`config.mk`:
```
export PLATFORM = sky130hd
export DESIGN_NAME = dbus_uncached_bridge
export DESIGN_NICKNAME = d
export VERILOG_FILES = /design/src/rtl/dbus_uncached_bridge.sv
export SDC_FILE = /design/constraint.sdc
export NUM_CORES = 1
export LEC_CHECK = 0
export ABC_AREA = 1
export CAP_MARGIN = 20
export CORE_UTILIZATION = 35
export CTS_CLUSTER_DIAMETER = 50
export DETAILED_ROUTE_END_ITERATION = 10
export HOLD_SLACK_MARGIN = 0.1
export PLACE_DENSITY = 0.71
export SETUP_SLACK_MARGIN = 0.5
export SLEW_MARGIN = 20
export SYNTH_ARGS = -nofsm -noshare
export SYNTH_HDL_FRONTEND = slang
export SYNTH_SLANG_ARGS = --single-unit
```
`constraint.sdc`:
```
create_clock -name clk -period 2.75 [get_ports clk]
set_input_delay 0.825 -clock clk [delete_from_list [all_inputs] [get_ports clk]]
set_output_delay 0.825 -clock clk [all_outputs]
set_load 0.05 [all_outputs]
```
`src/rtl/dbus_uncached_bridge.sv`:
```
// Uncached/MMIO bridge: turns each CPU data-bus request into one single-beat cbus transaction.
// Holds at most one request in flight and returns the full aligned 64-bit word.

package common;
  typedef logic [63:0] addr_t;
  typedef logic [63:0] word_t;
  typedef logic [7:0]  strobe_t;
  typedef logic [2:0]  msize_t;
  typedef logic [7:0]  mlen_t;
  typedef logic [1:0]  axi_burst_type_t;

  localparam msize_t MSIZE1 = 3'd0;
  localparam msize_t MSIZE2 = 3'd1;
  localparam msize_t MSIZE4 = 3'd2;
  localparam msize_t MSIZE8 = 3'd3;

  localparam mlen_t MLEN1 = 8'd0;

  localparam axi_burst_type_t AXI_BURST_FIXED = 2'd0;
  localparam axi_burst_type_t AXI_BURST_INCR  = 2'd1;
  localparam axi_burst_type_t AXI_BURST_WRAP  = 2'd2;

  typedef struct packed {
    logic    valid;
    addr_t   addr;
    msize_t  size;
    strobe_t strobe;
    word_t   data;
  } dbus_req_t;

  typedef struct packed {
    logic  addr_ok;
    logic  data_ok;
    word_t data;
  } dbus_resp_t;

  typedef struct packed {
    logic            valid;
    logic            is_write;
    msize_t          size;
    addr_t           addr;
    strobe_t         strobe;
    word_t           data;
    mlen_t           len;
    axi_burst_type_t burst;
  } cbus_req_t;

  typedef struct packed {
    logic  ready;
    logic  last;
    word_t data;
  } cbus_resp_t;
endpackage

module dbus_uncached_bridge
  import common::*;
(
  input  logic       clk,
  input  logic       reset,
  input  dbus_req_t  dreq,
  output dbus_resp_t dresp,
  output cbus_req_t  creq,
  input  cbus_resp_t cresp
);

  typedef enum logic [1:0] {StIdle, StBusy, StDone} state_e;

  state_e  r_state;
  state_e  w_state_next;
  addr_t   r_addr;
  msize_t  r_size;
  strobe_t r_strobe;
  word_t   r_wdata;
  word_t   r_rdata;
  logic    r_is_write;
  logic    w_latch;
  logic    w_capture;

  always_ff @(posedge clk) begin
    if (!reset) begin
      r_state    <= StIdle;
      r_addr     <= '0;
      r_size     <= '0;
      r_strobe   <= '0;
      r_wdata    <= '0;
      r_rdata    <= '0;
      r_is_write <= 1'b0;
    end else begin
      r_state <= w_state_next;
      if (w_latch) begin
        r_addr     <= dreq.addr;
        r_size     <= dreq.size;
        r_strobe   <= dreq.strobe;
        r_wdata    <= dreq.data;
        r_is_write <= (dreq.strobe != '0);
      end
      if (w_capture) begin
        r_rdata <= r_is_write ? '0 : cresp.data;
      end
    end
  end

  // creq and dresp come only from state and registers; no input reaches an output directly.
  always_comb begin
    w_state_next = r_state;
    w_latch      = 1'b0;
    w_capture    = 1'b0;
    creq         = '0;
    dresp        = '0;
    unique case (r_state)
      StIdle: begin
        if (dreq.valid) begin
          w_latch      = 1'b1;
          w_state_next = StBusy;
        end
      end
      StBusy: begin
        creq.valid    = 1'b1;
        creq.is_write = r_is_write;
        creq.size     = r_size;
        creq.addr     = r_addr;
        creq.strobe   = r_strobe;
        creq.data     = r_wdata;
        creq.len      = MLEN1;
        creq.burst    = AXI_BURST_INCR;
        // ready without last is illegal for a single beat; keep waiting for the real last.
        if (cresp.ready && cresp.last) begin
          w_capture    = 1'b1;
          w_state_next = StDone;
        end
      end
      StDone: begin
        dresp.addr_ok = 1'b1;
        dresp.data_ok = 1'b1;
        dresp.data    = r_rdata;
        w_state_next  = StIdle;
      end
      default: w_state_next = StIdle;
    endcase
  end

`ifdef BRIDGE_PROTOCOL_CHECKS
  always_ff @(posedge clk) begin
    if (reset && (r_state == StBusy) && cresp.ready && !cresp.last) begin
      $error("dbus_uncached_bridge: cresp.ready without cresp.last on single-beat transfer");
    end
  end
`endif

endmodule

```
==> flow_results.xml <==
<?xml version="1.0" encoding="UTF-8"?>
<metrics>
  <group name="cts">
    <metric name="clk_pin_slew" unit="ns">0.05</metric>
    <metric name="h-tree-depth" unit="">1</metric>
    <metric name="tritoncts_num_sinks" unit="">206</metric>
    <metric name="total_clock_buffers_created_by_cts" unit="">28</metric>
    <metric name="post_cts_hold_buffer_count" unit="">0</metric>
    <metric name="tritoncts" unit="">yes</metric>
    <metric name="ctsRootBufferMaster" unit="">sky130_fd_sc_hd__clkbuf_16</metric>
    <metric name="clk_path_buf_depth" unit="">3</metric>
    <metric name="clkLatencyLatePin" unit="ns">0.53</metric>
  </group>
  <group name="critical_path">
    <metric name="cp.required" unit="ns">1.93</metric>
    <metric name="critical_path.cell_chain" unit="">clkinvlp_4, nor2_4, clkinv_4, buf_12, buf_16, nor2_4, buf_12</metric>
    <metric name="type_of_element_capturing_the_critical_path" unit="">output port</metric>
    <metric name="critPathMaxFanout" unit="">6</metric>
    <metric name="ff2ff_path_depth" unit="">12</metric>
    <metric name="cpMaxStageDelayCell" unit="">sky130_fd_sc_hd__dfxtp_2</metric>
    <metric name="crit_path_start_kind" unit="">register</metric>
    <metric name="longest_individual_stage_delay_on_the_worst_path" unit="ns">0.35</metric>
    <metric name="path_class" unit="">register to output port</metric>
    <metric name="worst_path_dominant_cell_family" unit="">buffers and inverters</metric>
    <metric name="worstSetupPathDepth" unit="">7</metric>
    <metric name="timing.critical_path.arrival" unit="ns">1.84</metric>
    <metric name="timing.critical_path.buf_inv" unit="">5</metric>
  </group>
  <group name="logic_synthesis">
    <metric name="synth_sequential_area_ratio" unit="">0.4473</metric>
    <metric name="synth.yosys.warnings" unit="">0</metric>
    <metric name="yosys.cell_types.count" unit="">14</metric>
    <metric name="synth_area" unit="um2">9220</metric>
    <metric name="syn_inst" unit="">1483</metric>
    <metric name="post_synth.cell_area_avg" unit="um2">6.217</metric>
    <metric name="postSynthRegisterBits" unit="">206</metric>
  </group>
  <group name="die">
    <metric name="start_util" unit="">0.3548</metric>
    <metric name="ios" unit="">425</metric>
    <metric name="placement_rows" unit="">59</metric>
    <metric name="die_w" unit="um">164.3</metric>
    <metric name="die_area" unit="um2">27000</metric>
    <metric name="core_area" unit="um2">25980</metric>
    <metric name="dieHeight" unit="um">164.3</metric>
  </group>
  <group name="sta">
    <metric name="final.hold.worst_slack" unit="ns">0.4790</metric>
    <metric name="fmax" unit="MHz">375.7</metric>
    <metric name="timing.final.max_slew_violations" unit="">0</metric>
    <metric name="setup-violations-final" unit="">0</metric>
    <metric name="hold_violations" unit="">0</metric>
    <metric name="worstMarginPinSlew" unit="ns">0.7356</metric>
    <metric name="timing.max_slew.rel_slack" unit="">0.5096</metric>
    <metric name="timing.clock.skew" unit="ns">0.009313</metric>
    <metric name="grt_setup_unrepaired" unit="">yes</metric>
    <metric name="period_needed" unit="ns">2.662</metric>
    <metric name="fin_setup_tns" unit="ns">0</metric>
    <metric name="timing.final.crit_share" unit="">0.9680</metric>
  </group>
  <group name="pwr">
    <metric name="static-leakage-power" unit="nW">7.309</metric>
    <metric name="clkPwrFrac" unit="">0.396</metric>
    <metric name="combinationalPowerShare" unit="">0.247</metric>
    <metric name="power_frac_seq" unit="">0.357</metric>
    <metric name="power_report.internal_total" unit="W">0.006545</metric>
    <metric name="powerDensity" unit="nW/um2">493.2</metric>
    <metric name="vdd_ir_drop_max" unit="uV">382.4</metric>
    <metric name="fraction_of_power_spent_switching_nets" unit="">0.2992</metric>
    <metric name="p_switching" unit="W">0.002794</metric>
  </group>
  <group name="routing">
    <metric name="drc" unit="">0</metric>
    <metric name="detailedRoute.firstPassIterationCount" unit="">4</metric>
    <metric name="totalWireLength" unit="um">36520</metric>
    <metric name="ant_nets" unit="">0</metric>
    <metric name="routed-via-count" unit="">10527</metric>
    <metric name="vias_per_cell" unit="">4.656</metric>
    <metric name="dr.first_iter.drc_count" unit="">617</metric>
    <metric name="routed_wire_length_per_instance" unit="um">16.15</metric>
  </group>
  <group name="grt">
    <metric name="grt_overflow_total" unit="">0</metric>
    <metric name="first_global_vias" unit="">10423</metric>
    <metric name="grt_start_max_net_pins" unit="">103</metric>
    <metric name="global_route_wire_length_before_repair" unit="um">54040</metric>
    <metric name="number_of_antenna_violations_at_the_first_check_in_global_routing" unit="">3</metric>
    <metric name="globalRouteTotalUtil" unit="">0.2576</metric>
  </group>
  <group name="placed_design">
    <metric name="place.port_buffers" unit="">415</metric>
    <metric name="detailedPlacementHpwl" unit="um">22250</metric>
    <metric name="gpl_wtd_cong" unit="">0.8054</metric>
  </group>
  <group name="outcome">
    <metric name="status" unit="">finished clean</metric>
  </group>
  <group name="worst_hold_path">
    <metric name="hold_path_class" unit="">register to register</metric>
    <metric name="hold-path-cell-count" unit="">2</metric>
  </group>
  <group name="cells_and_area">
    <metric name="layout-drive-gt1-share" unit="">0.2821</metric>
    <metric name="layout.filler_cells" unit="">1796</metric>
    <metric name="layout_commonest_cell" unit="">sky130_fd_sc_hd__nor2_1</metric>
    <metric name="nNetsFinal" unit="">2109</metric>
    <metric name="postLayoutCoreUtil" unit="">0.7287</metric>
    <metric name="area_growth_syn_to_layout" unit="%">105.4</metric>
    <metric name="final_cell_mix" unit="">412 x sky130_fd_sc_hd__nor2_1, 206 x sky130_fd_sc_hd__clkdlybuf4s50_1, 205 x sky130_fd_sc_hd__inv_1</metric>
  </group>
  <group name="job">
    <metric name="drv_cap" unit="">0</metric>
  </group>
</metrics>
Yosys cell counts:
cell / number / share of area
sky130_fd_sc_hd__nor2_1: 618 / 0.25
sky130_fd_sc_hd__inv_1: 207 / 0.084
sky130_fd_sc_hd__dfxtp_1: 206 / 0.45
sky130_fd_sc_hd__nand2_1: 198 / 0.081
sky130_fd_sc_hd__o21ai_0: 139 / 0.075
sky130_fd_sc_hd__buf_2: 48 / 0.026
sky130_fd_sc_hd__clkbuf_1: 29 / 0.012
sky130_fd_sc_hd__buf_4: 16 / 0.013
sky130_fd_sc_hd__buf_1: 14 / 0.0057
sky130_fd_sc_hd__a21oi_1: 2 / 0.0011
sky130_fd_sc_hd__inv_2: 2 / 0.00081
sky130_fd_sc_hd__nand2_2: 2 / 0.0014
sky130_fd_sc_hd__conb_1: 1 / 0.00041
sky130_fd_sc_hd__nor3_1: 1 / 0.00054
power groups by stage:
stage          clock, W  combinational [W]  sequential [W]
2_1_floorplan         0            0.00105         0.00336
3_3_place_gp          0            0.00183         0.00338
3_5_place_dp          0            0.00186         0.00339
4_1_cts         0.00376            0.00225         0.00332
5_1_grt         0.00389            0.00247         0.00336
6_report        0.00370            0.00231         0.00333
worst min-delay path, cell delays in order (launching register included):
cell	delay, ns
sky130_fd_sc_hd__dfxtp_1	0.32
sky130_fd_sc_hd__nor2_1	0.05
sky130_fd_sc_hd__nor2_1	0.08
metal layers:
layer / GRT usage / vias up / share of wire
met5: 0 / - / 0
met4: 0.1343 / 0 / 0.049
met3: 0.07778 / 101 / 0.082
met2: 0.4662 / 407 / 0.51
met1: 0.2659 / 4838 / 0.36
li1: - / 5181 / -
state kept, by name (all words and copies together), names as in the netlist:
signal	cells
r_addr	64
r_rdata	64
r_size	3
r_wdata	64
r_is_write	1
r_strobe	8
r_state	2
cell type report:
| type | instances | area, um2 | area share |
|---|---|---|---|
| timing repair buffer | 481 | 7169 | 0.3786 |
| multi-input combinational | 975 | 5445 | 0.2876 |
| sequential | 206 | 4129 | 0.2181 |
| clock buffer | 40 | 847.1 | 0.04473 |
| inverter | 209 | 795.8 | 0.04202 |
| tap | 335 | 419.2 | 0.02214 |
| clock inverter | 10 | 117.6 | 0.006211 |
| antenna | 5 | 12.51 | 0.0006608 |
per-stage QoR:
step	power, W	worst slack [ns]	std cells	cell area, um2
final	0.009338	0.08812	2261	18940
after global routing	0.009716	0.03235	2259	18930
after CTS	0.009339	0.06654	2248	18660
after detailed placement	0.005243	0.4112	2158	15790
after global placement	0.005202	0.4018	2158	15790
after floorplan	0.004411	0.3503	1491	9684
timing repair:
action | in CTS | in global routing
resized for setup | 320 | 29
buffers inserted | 22 | 4
pin swaps | 8 | 10
cloned | 18 | 4
hold endpoints to repair | 0 | 0
setup endpoints to repair | 208 | 208
cells by family after synthesis:
group	count (synthesis)	synth area share
AO/OA/AOI/OAI	141	0.07654
buffers and inverters	316	0.1417
flip-flops	206	0.4473
other	1	0.0004067
AND/OR/NAND/NOR	819	0.3341
path summary, 6_finish.rpt:
kind / start / end / slack [ns]
worst max-delay path: r_state[1]$_SDFFE_PN0P_ / dresp[6] / 0.09
worst min-delay path: r_strobe[7]$_SDFFE_PN0P_ / r_strobe[7]$_SDFFE_PN0P_ / 0.48
worst max register to register: r_state[1]$_SDFFE_PN0P_ / r_rdata[36]$_SDFFE_PN0P_ / 0.69
worst min register to register: r_strobe[7]$_SDFFE_PN0P_ / r_strobe[7]$_SDFFE_PN0P_ / 0.48
No activity file was read; power rests on OpenSTA's default activity.
